File: src/rtl/tmds_decode_multi.sv
`default_nettype none
// ============================================================================
// Module      : tmds_decode_multi
// Description : Multi-channel TMDS/DVI token decoder with per-channel bitslip
//               word-alignment FSM, derived DE and lock status.
// Revision    : 1.0 - initial release
// ============================================================================
module tmds_decode_multi #(
    parameter int NUM_CH       = 3,
    parameter int CTRL_RUN     = 8,
    parameter int SEARCH_LEN   = 2048,
    parameter int SLIP_WAIT    = 16,
    parameter int MAX_DATA_RUN = 4096
) (
    input  logic                 clk,
    input  logic                 rst,
    input  logic [10*NUM_CH-1:0] tmds_in,
    output logic [8*NUM_CH-1:0]  data_out,
    output logic [2*NUM_CH-1:0]  ctrl_out,
    output logic                 de_out,
    output logic [NUM_CH-1:0]    bitslip,
    output logic [NUM_CH-1:0]    ch_locked,
    output logic                 locked,
    output logic                 de_mismatch
);

    localparam int c_RUN_W  = $clog2(CTRL_RUN) + 1;
    localparam int c_WCNT_W = $clog2(SEARCH_LEN) + 1;
    localparam int c_SCNT_W = $clog2(SLIP_WAIT) + 1;
    localparam int c_DCNT_W = $clog2(MAX_DATA_RUN) + 1;

    // Terminal values: a counter sitting at its LAST value plus the word on
    // this edge means the limit has been reached.
    localparam logic [c_RUN_W-1:0]  c_RUN_LAST  = c_RUN_W'(CTRL_RUN - 1);
    localparam logic [c_WCNT_W-1:0] c_WCNT_LAST = c_WCNT_W'(SEARCH_LEN - 1);
    localparam logic [c_SCNT_W-1:0] c_SCNT_LAST = c_SCNT_W'(SLIP_WAIT - 1);
    localparam logic [c_DCNT_W-1:0] c_DCNT_LAST = c_DCNT_W'(MAX_DATA_RUN - 1);

    localparam logic [1:0] c_ST_SEARCH = 2'd0;
    localparam logic [1:0] c_ST_SLIP   = 2'd1;
    localparam logic [1:0] c_ST_LOCKED = 2'd2;

    localparam logic [9:0] c_TOK_C00 = 10'b1101010100;
    localparam logic [9:0] c_TOK_C01 = 10'b0010101011;
    localparam logic [9:0] c_TOK_C10 = 10'b0101010100;
    localparam logic [9:0] c_TOK_C11 = 10'b1010101011;

    logic [NUM_CH-1:0] w_is_ctrl;
    logic              w_all_data;
    logic              w_mixed;

    for (genvar k = 0; k < NUM_CH; k++) begin : g_ch
        logic [9:0]          w_word;
        logic                w_ctrl_tok;
        logic [1:0]          w_ctrl_code;
        logic [7:0]          w_d;
        logic [7:0]          w_data;
        logic [7:0]          r_data;
        logic [1:0]          r_ctrl;
        logic [1:0]          r_state;
        logic [c_RUN_W-1:0]  r_run;
        logic [c_WCNT_W-1:0] r_wcnt;
        logic [c_SCNT_W-1:0] r_scnt;
        logic [c_DCNT_W-1:0] r_dcnt;
        logic                r_bitslip;
        logic                r_locked;

        assign w_word       = tmds_in[10*k +: 10];
        assign w_d          = w_word[9] ? ~w_word[7:0] : w_word[7:0];
        assign w_is_ctrl[k] = w_ctrl_tok;

        // Classify the incoming word as one of the four control tokens or data
        always_comb begin
            w_ctrl_tok  = 1'b1;
            w_ctrl_code = 2'b00;
            case (w_word)
                c_TOK_C00: w_ctrl_code = 2'b00;
                c_TOK_C01: w_ctrl_code = 2'b01;
                c_TOK_C10: w_ctrl_code = 2'b10;
                c_TOK_C11: w_ctrl_code = 2'b11;
                default:   w_ctrl_tok  = 1'b0;
            endcase
        end

        // Undo the transition-minimising stage; bit 8 picks XOR vs XNOR chaining
        always_comb begin
            w_data    = '0;
            w_data[0] = w_d[0];
            for (int i = 1; i < 8; i++) begin
                w_data[i] = w_word[8] ? (w_d[i] ^ w_d[i-1]) : ~(w_d[i] ^ w_d[i-1]);
            end
        end

        // Decoded outputs hold their last value while the other token class is present
        always_ff @(posedge clk) begin
            if (rst) begin
                r_data <= '0;
                r_ctrl <= '0;
            end else if (w_ctrl_tok) begin
                r_ctrl <= w_ctrl_code;
            end else begin
                r_data <= w_data;
            end
        end

        // Word-alignment FSM: hunt for a control run, slip on timeout, drop lock on long data runs.
        // Every increment is guarded by its limit check, so counters never pass their limit.
        always_ff @(posedge clk) begin
            if (rst) begin
                r_state   <= c_ST_SEARCH;
                r_run     <= '0;
                r_wcnt    <= '0;
                r_scnt    <= '0;
                r_dcnt    <= '0;
                r_bitslip <= 1'b0;
                r_locked  <= 1'b0;
            end else begin
                r_bitslip <= 1'b0;
                case (r_state)
                    c_ST_SEARCH: begin
                        if (w_ctrl_tok && (r_run >= c_RUN_LAST)) begin
                            r_state  <= c_ST_LOCKED;
                            r_locked <= 1'b1;
                            r_run    <= '0;
                            r_wcnt   <= '0;
                            r_dcnt   <= '0;
                        end else if (r_wcnt >= c_WCNT_LAST) begin
                            r_state   <= c_ST_SLIP;
                            r_bitslip <= 1'b1;
                            r_run     <= '0;
                            r_wcnt    <= '0;
                            r_scnt    <= '0;
                        end else begin
                            r_wcnt <= r_wcnt + 1'b1;
                            r_run  <= w_ctrl_tok ? r_run + 1'b1 : '0;
                        end
                    end
                    c_ST_SLIP: begin
                        if (r_scnt >= c_SCNT_LAST) begin
                            r_state <= c_ST_SEARCH;
                            r_scnt  <= '0;
                            r_run   <= '0;
                            r_wcnt  <= '0;
                        end else begin
                            r_scnt <= r_scnt + 1'b1;
                        end
                    end
                    c_ST_LOCKED: begin
                        if (!w_ctrl_tok && (r_dcnt >= c_DCNT_LAST)) begin
                            r_state  <= c_ST_SEARCH;
                            r_locked <= 1'b0;
                            r_dcnt   <= '0;
                            r_run    <= '0;
                            r_wcnt   <= '0;
                        end else begin
                            r_dcnt <= w_ctrl_tok ? '0 : r_dcnt + 1'b1;
                        end
                    end
                    default: begin
                        r_state  <= c_ST_SEARCH;
                        r_locked <= 1'b0;
                        r_run    <= '0;
                        r_wcnt   <= '0;
                        r_scnt   <= '0;
                        r_dcnt   <= '0;
                    end
                endcase
            end
        end

        assign data_out[8*k +: 8] = r_data;
        assign ctrl_out[2*k +: 2] = r_ctrl;
        assign bitslip[k]         = r_bitslip;
        assign ch_locked[k]       = r_locked;
    end

    assign locked     = &ch_locked;
    assign w_all_data = ~|w_is_ctrl;
    assign w_mixed    = (|w_is_ctrl) & ~(&w_is_ctrl);

    // DE and class-disagreement flags, both qualified by the lock held before this edge
    always_ff @(posedge clk) begin
        if (rst) begin
            de_out      <= 1'b0;
            de_mismatch <= 1'b0;
        end else begin
            de_out      <= locked & w_all_data;
            de_mismatch <= locked & w_mixed;
        end
    end

endmodule
`default_nettype wire

File: config.mk
export PLATFORM = sky130hd
export DESIGN_NAME = tmds_decode_multi
export DESIGN_NICKNAME = d
export VERILOG_FILES = /design/src/rtl/tmds_decode_multi.sv
export SDC_FILE = /design/constraint.sdc
export NUM_CORES = 1
export LEC_CHECK = 0
export BUFFER_PORTS_ARGS = -buffer_cell sky130_fd_sc_hd__buf_2
export CAP_MARGIN = 20
export CORE_MARGIN = 2
export CORE_UTILIZATION = 56
export DETAILED_ROUTE_END_ITERATION = 16
export PLACE_DENSITY_LB_ADDON = 0.2
export SETUP_SLACK_MARGIN = 0.1
export SLEW_MARGIN = 20
export SYNTH_ARGS = -nofsm -noshare
export SYNTH_HDL_FRONTEND = slang
export SYNTH_SLANG_ARGS = --single-unit
File: constraint.sdc
create_clock -name clk -period 3 [get_ports clk]
set_input_delay 0.3 -clock clk [delete_from_list [all_inputs] [get_ports clk]]
set_output_delay 0.3 -clock clk [all_outputs]
set_load 0.03 [all_outputs]
Word-level counts from Yosys, hierarchy flattened. Index checks and enable logic that the tools add are counted.

Add/sub/neg operators: 12. Equal/unequal tests: 36. Divide/modulo/power cells: 0. $mul: 0. $lt $le $gt $ge: 12. Bitwise logic cells: 58. Shift-type cells: 0. Reductions and logical operators: 37. Multiplexer cells: 114.

Operator list (number): $mux 12 (12); $mux 13 (9); $pmux 13 s3 (3); $pmux 12 s3 (3); $eq 10x10->1 const B (6); $mux 4 (15); $mux 5 (9); $pmux 5 s3 (3); $add 13x1->13 const B (3); $ge 13x12->1 const B (3); $add 12x1->12 const B (3); $ge 12x11->1 const B (3); $pmux 2 s3 (6); $pmux 4 s3 (3); $mux 1 (33); $reduce_and 3->1 (11); $not 1->1 (31); $eq 10x8->1 const B (3); $eq 10x9->1 const B (3); $ne 2x2->1 const B (15); $mux 2 (12); $mux 8 (3); $not 8->8 (3); $xor 1x1->1 (21); other kinds (15) (53).

Register bits after elaboration: 146. RAM bits: 0. Output and inout port bits: 39. Bits in latches: 0. Memories kept: 0. Memory bits (read-only): 0. Input port bits: 32. Logic and storage cells: 298.

Logic depth before layout (Yosys ltp). Gate-level depths: netlist (run 1).

Depth in word-level cells: 7. Mapped depth: 10. Depth with buffers taken out: 9.

Worst setup path after synthesis (run 1). No wires, ideal clock.

Path kind: register -> register. Start point: register g_ch[1].r_scnt[0]. End point: register g_ch[1].r_wcnt[6]. Clock period less this slack: 2.434 ns. Stages on the path, launching flop included: 11. Library setup time: 0.059 ns. Path buffers: 1. Arrival time: 2.375 ns. Path slack: 0.566 ns. Path through: dfxtp_1 -> ha_1 -> and3_1 -> ha_1 -> or4b_2 -> clkbuf_1 -> o21ai_0 -> o41ai_2 -> nor2_2 -> a21o_1 -> a22o_1.

Longest elaborated chain between the ends: 3.

RTL lines: start, declared (RTL line 63) `logic [c_SCNT_W-1:0] r_scnt;`; start signal, assigned (RTL line 145) `r_scnt <= r_scnt + 1'b1;`; $ge 5x4->1 (RTL line 139) `if (r_scnt >= c_SCNT_LAST) begin`; $ne 2x2->1 (no line); $reduce_and 2->1 (no line); end signal, assigned (RTL line 134) `r_wcnt <= r_wcnt + 1'b1;`; end, declared (RTL line 62) `logic [c_WCNT_W-1:0] r_wcnt;`.

Every way passes these cells. A chain may end at the register's enable or synchronous reset.

Worst setup path after layout (run 1).
Start point: register g_ch[1].r_scnt[0]. End point: register g_ch[1].r_wcnt[2].

The elaborated chain is that of the path after synthesis.

==> out/metrics.csv, run 1 <==
metric,value,unit
"CTS clk-pin slew, worst paths",0.06,ns
CTS buffer count,17,
DP Wirelength,11400,microns
number of global-route vias before repair,6068,
Antenna Nets Post-Route,0,
main area contributors after synthesis,"dfxtp_1 (40%), nor2_1 (6.1%), ha_1 (5.4%)",
min-delay src,tmds_in[19],
Clock Latency Late Sink,0.43,ns
Flop pwr share,0.445,
"EDFF count, synth",0,
Peak VDD IR,369,uV
Post-Place Cell Area,7720,sq um
DR iter-0 viols,401,
Longest Clk Path Bufs,2,
layout cell share with drive strength beyond 1,0.145,
"Endpoint, Worst Hold",g_ch[1].r_ctrl[1],
final setup TNS,0,ns
Clock Sinks,146,
async set-or-reset flop fraction in the synthesized netlist,0,
Synth Register Bits,146,
Post-Route WL,16400,microns
"Distinct cells, synth",62,
Vias,6437,
worst hold stages,3,
Vias per Instance,5.92,
antenna violations before repair,0,
Placer Congestion,0.827,
top-count cell post-synth,dfxtp_1,
min-delay worst type,in2reg,
TritonCTS clock tree,yes,
max cap viols,0,
gr usage total,0.239,
drt first pass iters,6,
final setup fails,0,
row count,41,
Sw Pwr,0.00110,W
Synth Net Count,905,
RR Endpoint,g_ch[1].r_wcnt[2],
unrepaired setup endpoints after global routing,no,
clock network power share,0.480,
most area-hungry cell type in the Yosys netlist,dfxtp_1,
outcome,completed,
Sw Ratio,0.243,
# DRC,0,
Synth Cell Area,7250,sq um
final setup margin,0.405,ns
largest net degree at the start of global routing,49,
combinational group share of total power,0.075,
P per Cell Area,543,nW/um^2
Diodes inserted,0,
Setup Skew,0.00854,ns
Arrival @ worst endpoint,2.94,ns
top-area cell type share of the netlist area,0.403,
fin area,8340,sq um
Synth warnings,0,
most frequent cells after synthesis,"dfxtp_1 (146), nor2_1 (118), a21oi_1 (56)",
"Core Util, Final",0.661,
GRT overflow,0,
Seq. cell area,2920,sq um
final number of hold-violating endpoints,0,
die height,118,microns
first-pass GRT wire length,27800,microns
R2R cell count,9,
leak pwr,3.57,nW
Boundary Pins,71,
internal power,0.00343,W
startpoint class of the critical path,register,
fin nets,966,
Max-slew headroom,0.470,
Mapped Cells,842,
Die Area,13900,sq um
period utilisation layout,0.865,
core area,12600,sq um
postcts setup bufs,0,
Worst Path Max Fanout,9,
Main synth FF type,dfxtp_1,
Worst Setup Path Type,reg2reg,
minimum clock period,2.60,ns
RR Startpoint,g_ch[1].r_scnt[0],
footprint of the multi-input gates,3980,sq um
Least-Margin Pin Slew,0.788,ns
DR WL/cell,15.1,microns
CTS Root Cell,clkbuf_16,
Chip Width,118,microns
worst reg-to-reg setup slack,0.40,ns
Place WS,0.328,ns
Filler Cell Count,1047,
fmax,385,MHz
Worst setup EP type,register,
register area share after synthesis,0.403,
Mapped Avg Cell Area,8.61,sq um
port bufs,70,
area grow syn2layout,15.0,%
Initial Util,0.574,
H-tree depth reported by CTS,4,
CTS hold repair buffers,0,
"Slew Viols, Final",0,
CP required,3.34,ns
## area by class of cell
type / instances / share of cell area
Multi-Input combinational cell: 615 / 0.478
Timing Repair Buffer: 86 / 0.0564
Tap cell: 172 / 0.0258
Inverter: 37 / 0.0167
Clock buffer: 17 / 0.0510
Sequential cell: 146 / 0.351
Clock inverter: 15 / 0.0218
## critical path, cell delays in order (launching register included)
cell	delay, ns
dfxtp_1	0.34
ha_1	0.23
and3_1	0.19
ha_1	0.16
or4b_2	0.69
o21ai_0	0.25
o41ai_2	0.17
nor2_4	0.23
o21ai_0	0.14
o21ai_0	0.10
## power groups by stage
stage               registers (W)  logic, W  clock network (W)
floorplan                 0.00212  0.000166                  0
global placement          0.00205  0.000328                  0
detailed placement        0.00206  0.000336                  0
CTS                       0.00201  0.000339            0.00221
global route              0.00202  0.000368            0.00230
finish                    0.00201  0.000338            0.00217
## layout by cell type, fill, tap and decap left out, types with 5 or more instances in the layout
master | synthesis | routed
a21o_1 | 10 | 10
and3_1 | 32 | 32
buf_2 | 9 | 70
nand4_1 | 13 | 13
nand2_1 | 40 | 40
inv_1 | 37 | 37
xor2_1 | 34 | 34
mux2i_1 | 8 | 8
nor3_1 | 23 | 23
nand3_1 | 28 | 28
xnor2_1 | 35 | 35
a22oi_1 | 8 | 8
a21oi_1 | 56 | 56
nor4_1 | 7 | 7
buf_4 | 6 | 16
dfxtp_1 | 146 | 146
a31oi_1 | 8 | 7
o21ai_0 | 32 | 32
and2_1 | 6 | 6
o2111ai_1 | 12 | 12
ha_1 | 31 | 31
a211oi_1 | 22 | 22
nor2_1 | 118 | 118
o211ai_1 | 13 | 13
clkbuf_16 | 0 | 17
nand3b_1 | 5 | 5
a22o_1 | 11 | 11
and4_1 | 9 | 9
## kinds of logic (layout without fill, tap and decap cells)
kind of cell,Yosys count,in the layout,share of synthesized area
and+or+nand+nor,306,306,0.209
muxes,10,10,0.0142
adders and majority gates,31,31,0.0535
DFF,146,146,0.403
xor gates and xnor gates,69,69,0.0834
AOI/OAI and AO/OA,199,199,0.188
buffers and inverters,81,155,0.0487
## sequential cells by signal, summed over array words and instances, names as in the netlist
register        flops
g_ch.r_run         12
g_ch.r_wcnt        36
g_ch.r_ctrl         6
g_ch.r_scnt        15
de_mismatch         1
g_ch.r_dcnt        39
g_ch.r_data        24
g_ch.r_state        6
de_out              1
g_ch.r_bitslip      3
g_ch.r_locked       3
## repair_timing
item,CTS,global route
setup endpoints to repair,0,1
resized for setup,0,1
endpoints found under the hold margin,0,0
## per-layer routing
metal | global-route usage | routed length, microns
met1 | 0.312 | 7580
met2 | 0.384 | 7870
met3 | 0.0577 | 819
met4 | 0.0843 | 181
met5 | 0 | 0
## worst max path at each step
stage	startpoint	end	slack [ns]	cells past startpoint
2_1_floorplan	g_ch[1].r_scnt[0]	g_ch[1].r_wcnt[6]	0.57	10
3_3_place_gp	g_ch[1].r_scnt[0]	g_ch[1].r_wcnt[6]	0.47	9
3_5_place_dp	g_ch[1].r_scnt[0]	g_ch[1].r_wcnt[2]	0.33	9
4_1_cts	g_ch[1].r_scnt[0]	g_ch[1].r_wcnt[2]	0.28	9
5_1_grt	g_ch[1].r_scnt[0]	g_ch[1].r_wcnt[2]	0.22	9
6_report	g_ch[1].r_scnt[0]	g_ch[1].r_wcnt[2]	0.40	9
## per-stage QoR
stage	total power [W]	hold slack (ns)	cells
2_1_floorplan	0.00228	0.424	842
3_3_place_gp	0.00238	0.436	1056
3_5_place_dp	0.00239	0.441	1056
4_1_cts	0.00456	0.199	1088
5_1_grt	0.00468	0.221	1088
6_report	0.00453	0.207	1088
(Power assumes the default switching activity.)
==> run 2: changes to the inputs <==
RECOVER_POWER = 50   (was not set)
==> run 2 against run 1 <==
Fmax grew 0.36%. Cell count is the same. Sequential power is essentially flat. Die area is the same. Global-route usage is the same. Clock skew is essentially flat. Clock power is essentially flat. Clock-buffer cell count is the same. Via count grew 0.30%. Critical endpoint unchanged. Utilization shrank 0.61 points.
==> out/metrics.csv, run 2 (synthesis gave the netlist of run 1 again) <==
metric,value,unit,change
clock network power share,0.482,,+0.002
Chip Width,118,microns,unchanged
min-delay worst type,in2reg,,
Most common cell on crit path,o21ai_0,,
"Core Util, Final",0.654,,-0.00615
CTS buffer count,17,,unchanged
antenna violations before repair,0,,unchanged
Post-Route WL,16400,microns,-0.24%
drt first pass iters,5,,-1
P per Cell Area,547,nW/um^2,+0.75%
Antenna Nets Post-Route,0,,unchanged
Largest register FFs,39,,unchanged
row count,41,,unchanged
CTS Root Cell,clkbuf_16,,
Sw Pwr,0.00110,W,+0.22%
Worst Path Max Fanout,9,,unchanged
Peak VDD IR,369,uV,about the same
outcome,completed,,
core area,12600,sq um,unchanged
final number of hold-violating endpoints,0,,unchanged
CP max stage delay,0.69,ns,about the same
Inst Count DP,1056,,unchanged
startpoint class of the critical path,register,,
Boundary Pins,71,,unchanged
fin nets,966,,unchanged
max cap viols,0,,unchanged
DR WL/cell,15.1,microns,-0.24%
unrepaired setup endpoints after global routing,no,,
Initial Util,0.574,,unchanged
CP required,3.34,ns,about the same
Filler Cell Count,1076,,+2.8%
port bufs,70,,unchanged
Least-Margin Pin Slew,0.878,ns,+0.0895 ns
CP Cell Sequence,ha_1 > and3_1 > ha_1 > or4b_2 > o21ai_0 > o41ai_2 > nor2_4 > o21ai_0 > o21ai_0,,
Diodes inserted,0,,unchanged
Flop pwr share,0.446,,about the same
layout cell share with drive strength beyond 1,0.0917,,-0.0535
final setup TNS,0,ns,unchanged
DR iter-0 viols,397,,-1.0%
Worst Setup Path Type,reg2reg,,
combinational group share of total power,0.072,,-0.003
slowest CP cell,or4b_2,,
Vias,6456,,+0.30%
first-pass GRT wire length,27800,microns,unchanged
Post-Place Cell Area,7720,sq um,unchanged
Placer Congestion,0.827,,unchanged
DP Wirelength,11400,microns,unchanged
Setup Skew,0.00857,ns,+0.0000313 ns
"Slew Viols, Final",0,,unchanged
TritonCTS clock tree,yes,,
"CTS clk-pin slew, worst paths",0.06,ns,about the same
Vias per Instance,5.93,,+0.30%
fmax,387,MHz,+0.36%
internal power,0.00342,W,-0.31%
largest net degree at the start of global routing,49,,unchanged
"leading cell type in the layout, fill and taps excluded",dfxtp_1,,
Arrival @ worst endpoint,2.93,ns,about the same
Clock Latency Late Sink,0.43,ns,about the same
final setup fails,0,,unchanged
Max-slew headroom,0.415,,-0.0559
gr usage total,0.239,,unchanged
H-tree depth reported by CTS,4,,unchanged
CTS hold repair buffers,0,,unchanged
die height,118,microns,unchanged
Clock Sinks,146,,unchanged
Top reg by flops,g_ch.r_dcnt,,
Worst setup EP type,register,,
Longest Clk Path Bufs,2,,unchanged
Final Non-Filler Cells,1088,,unchanged
number of global-route vias before repair,6068,,unchanged
"commonest cells after routing, fill and taps aside","dfxtp_1 (146), nor2_1 (118), a21oi_1 (56), clkbuf_1 (48), nand2_1 (40)",,
minimum clock period,2.59,ns,-0.00928 ns
# DRC,0,,unchanged
period utilisation layout,0.862,,-0.00309
Die Area,13900,sq um,unchanged
area grow syn2layout,14.0,%,
Largest regs,"g_ch.r_dcnt x39, g_ch.r_wcnt x36, g_ch.r_data x24",,
GRT overflow,0,,unchanged
Sw Ratio,0.244,,+0.000972
total power draw,0.00452,W,-0.18%
leak pwr,3.38,nW,-5.2%
fin area,8260,sq um,-0.93%
## run 2: power by group through the flow
stage                     clock network, W  logic, W  registers (W)
after floorplan                          0  0.000166        0.00212
after global placement                   0  0.000328        0.00205
after detailed placement                 0  0.000336        0.00206
after CTS                          0.00221  0.000339        0.00201
after global routing               0.00230  0.000357        0.00202
final                              0.00218  0.000326        0.00202
## run 2: area by class of cell
type,count,area [sq um],area share
Inverter,37,139,0.0168
Tap cell,172,215,0.0261
Sequential cell,146,2920,0.354
Clock buffer,17,425,0.0515
Clock inverter,15,181,0.0220
Multi-Input combinational cell,615,3980,0.482
Timing Repair Buffer,86,395,0.0479
## run 2: worst paths after layout
check / cells after the start / to / slack, ns / start
worst max-delay path: 9 / g_ch[1].r_wcnt[2] / 0.41 / g_ch[1].r_scnt[0]
worst min-delay path: 3 / g_ch[1].r_ctrl[1] / 0.21 / tmds_in[19]
worst min register to register: 2 / g_ch[2].r_dcnt[11] / 0.45 / g_ch[2].r_dcnt[11]
worst max register to register: 9 / g_ch[1].r_wcnt[2] / 0.41 / g_ch[1].r_scnt[0]
## run 2: metal layers
layer	routed length, microns	GRT usage	share of wire
met5	0	0	0
met2	7850	0.384	0.48
met3	779	0.0577	0.047
met4	218	0.0843	0.013
met1	7560	0.312	0.46
## run 2: metrics by stage
| stage | worst slack (ns) | hold slack, ns |
|---|---|---|
| 6_report | 0.414 | 0.207 |
| 5_1_grt | 0.225 | 0.221 |
| 4_1_cts | 0.276 | 0.199 |
| 3_5_place_dp | 0.328 | 0.441 |
| 3_3_place_gp | 0.472 | 0.436 |
| 2_1_floorplan | 0.566 | 0.424 |
## run 2: critical path, delay by kind of cell (launching register included)
family / cells / cell delay (ns)
AOI/OAI and AO/OA: 4 / 0.65
and+or+nand+nor: 3 / 1.11
DFF: 1 / 0.34
adders and majority gates: 2 / 0.39
## run 2: what timing repair did
action / CTS / global route
setup endpoints to repair: 0 / 1
setup buffers: 0 / 0
resized for setup: 0 / 1
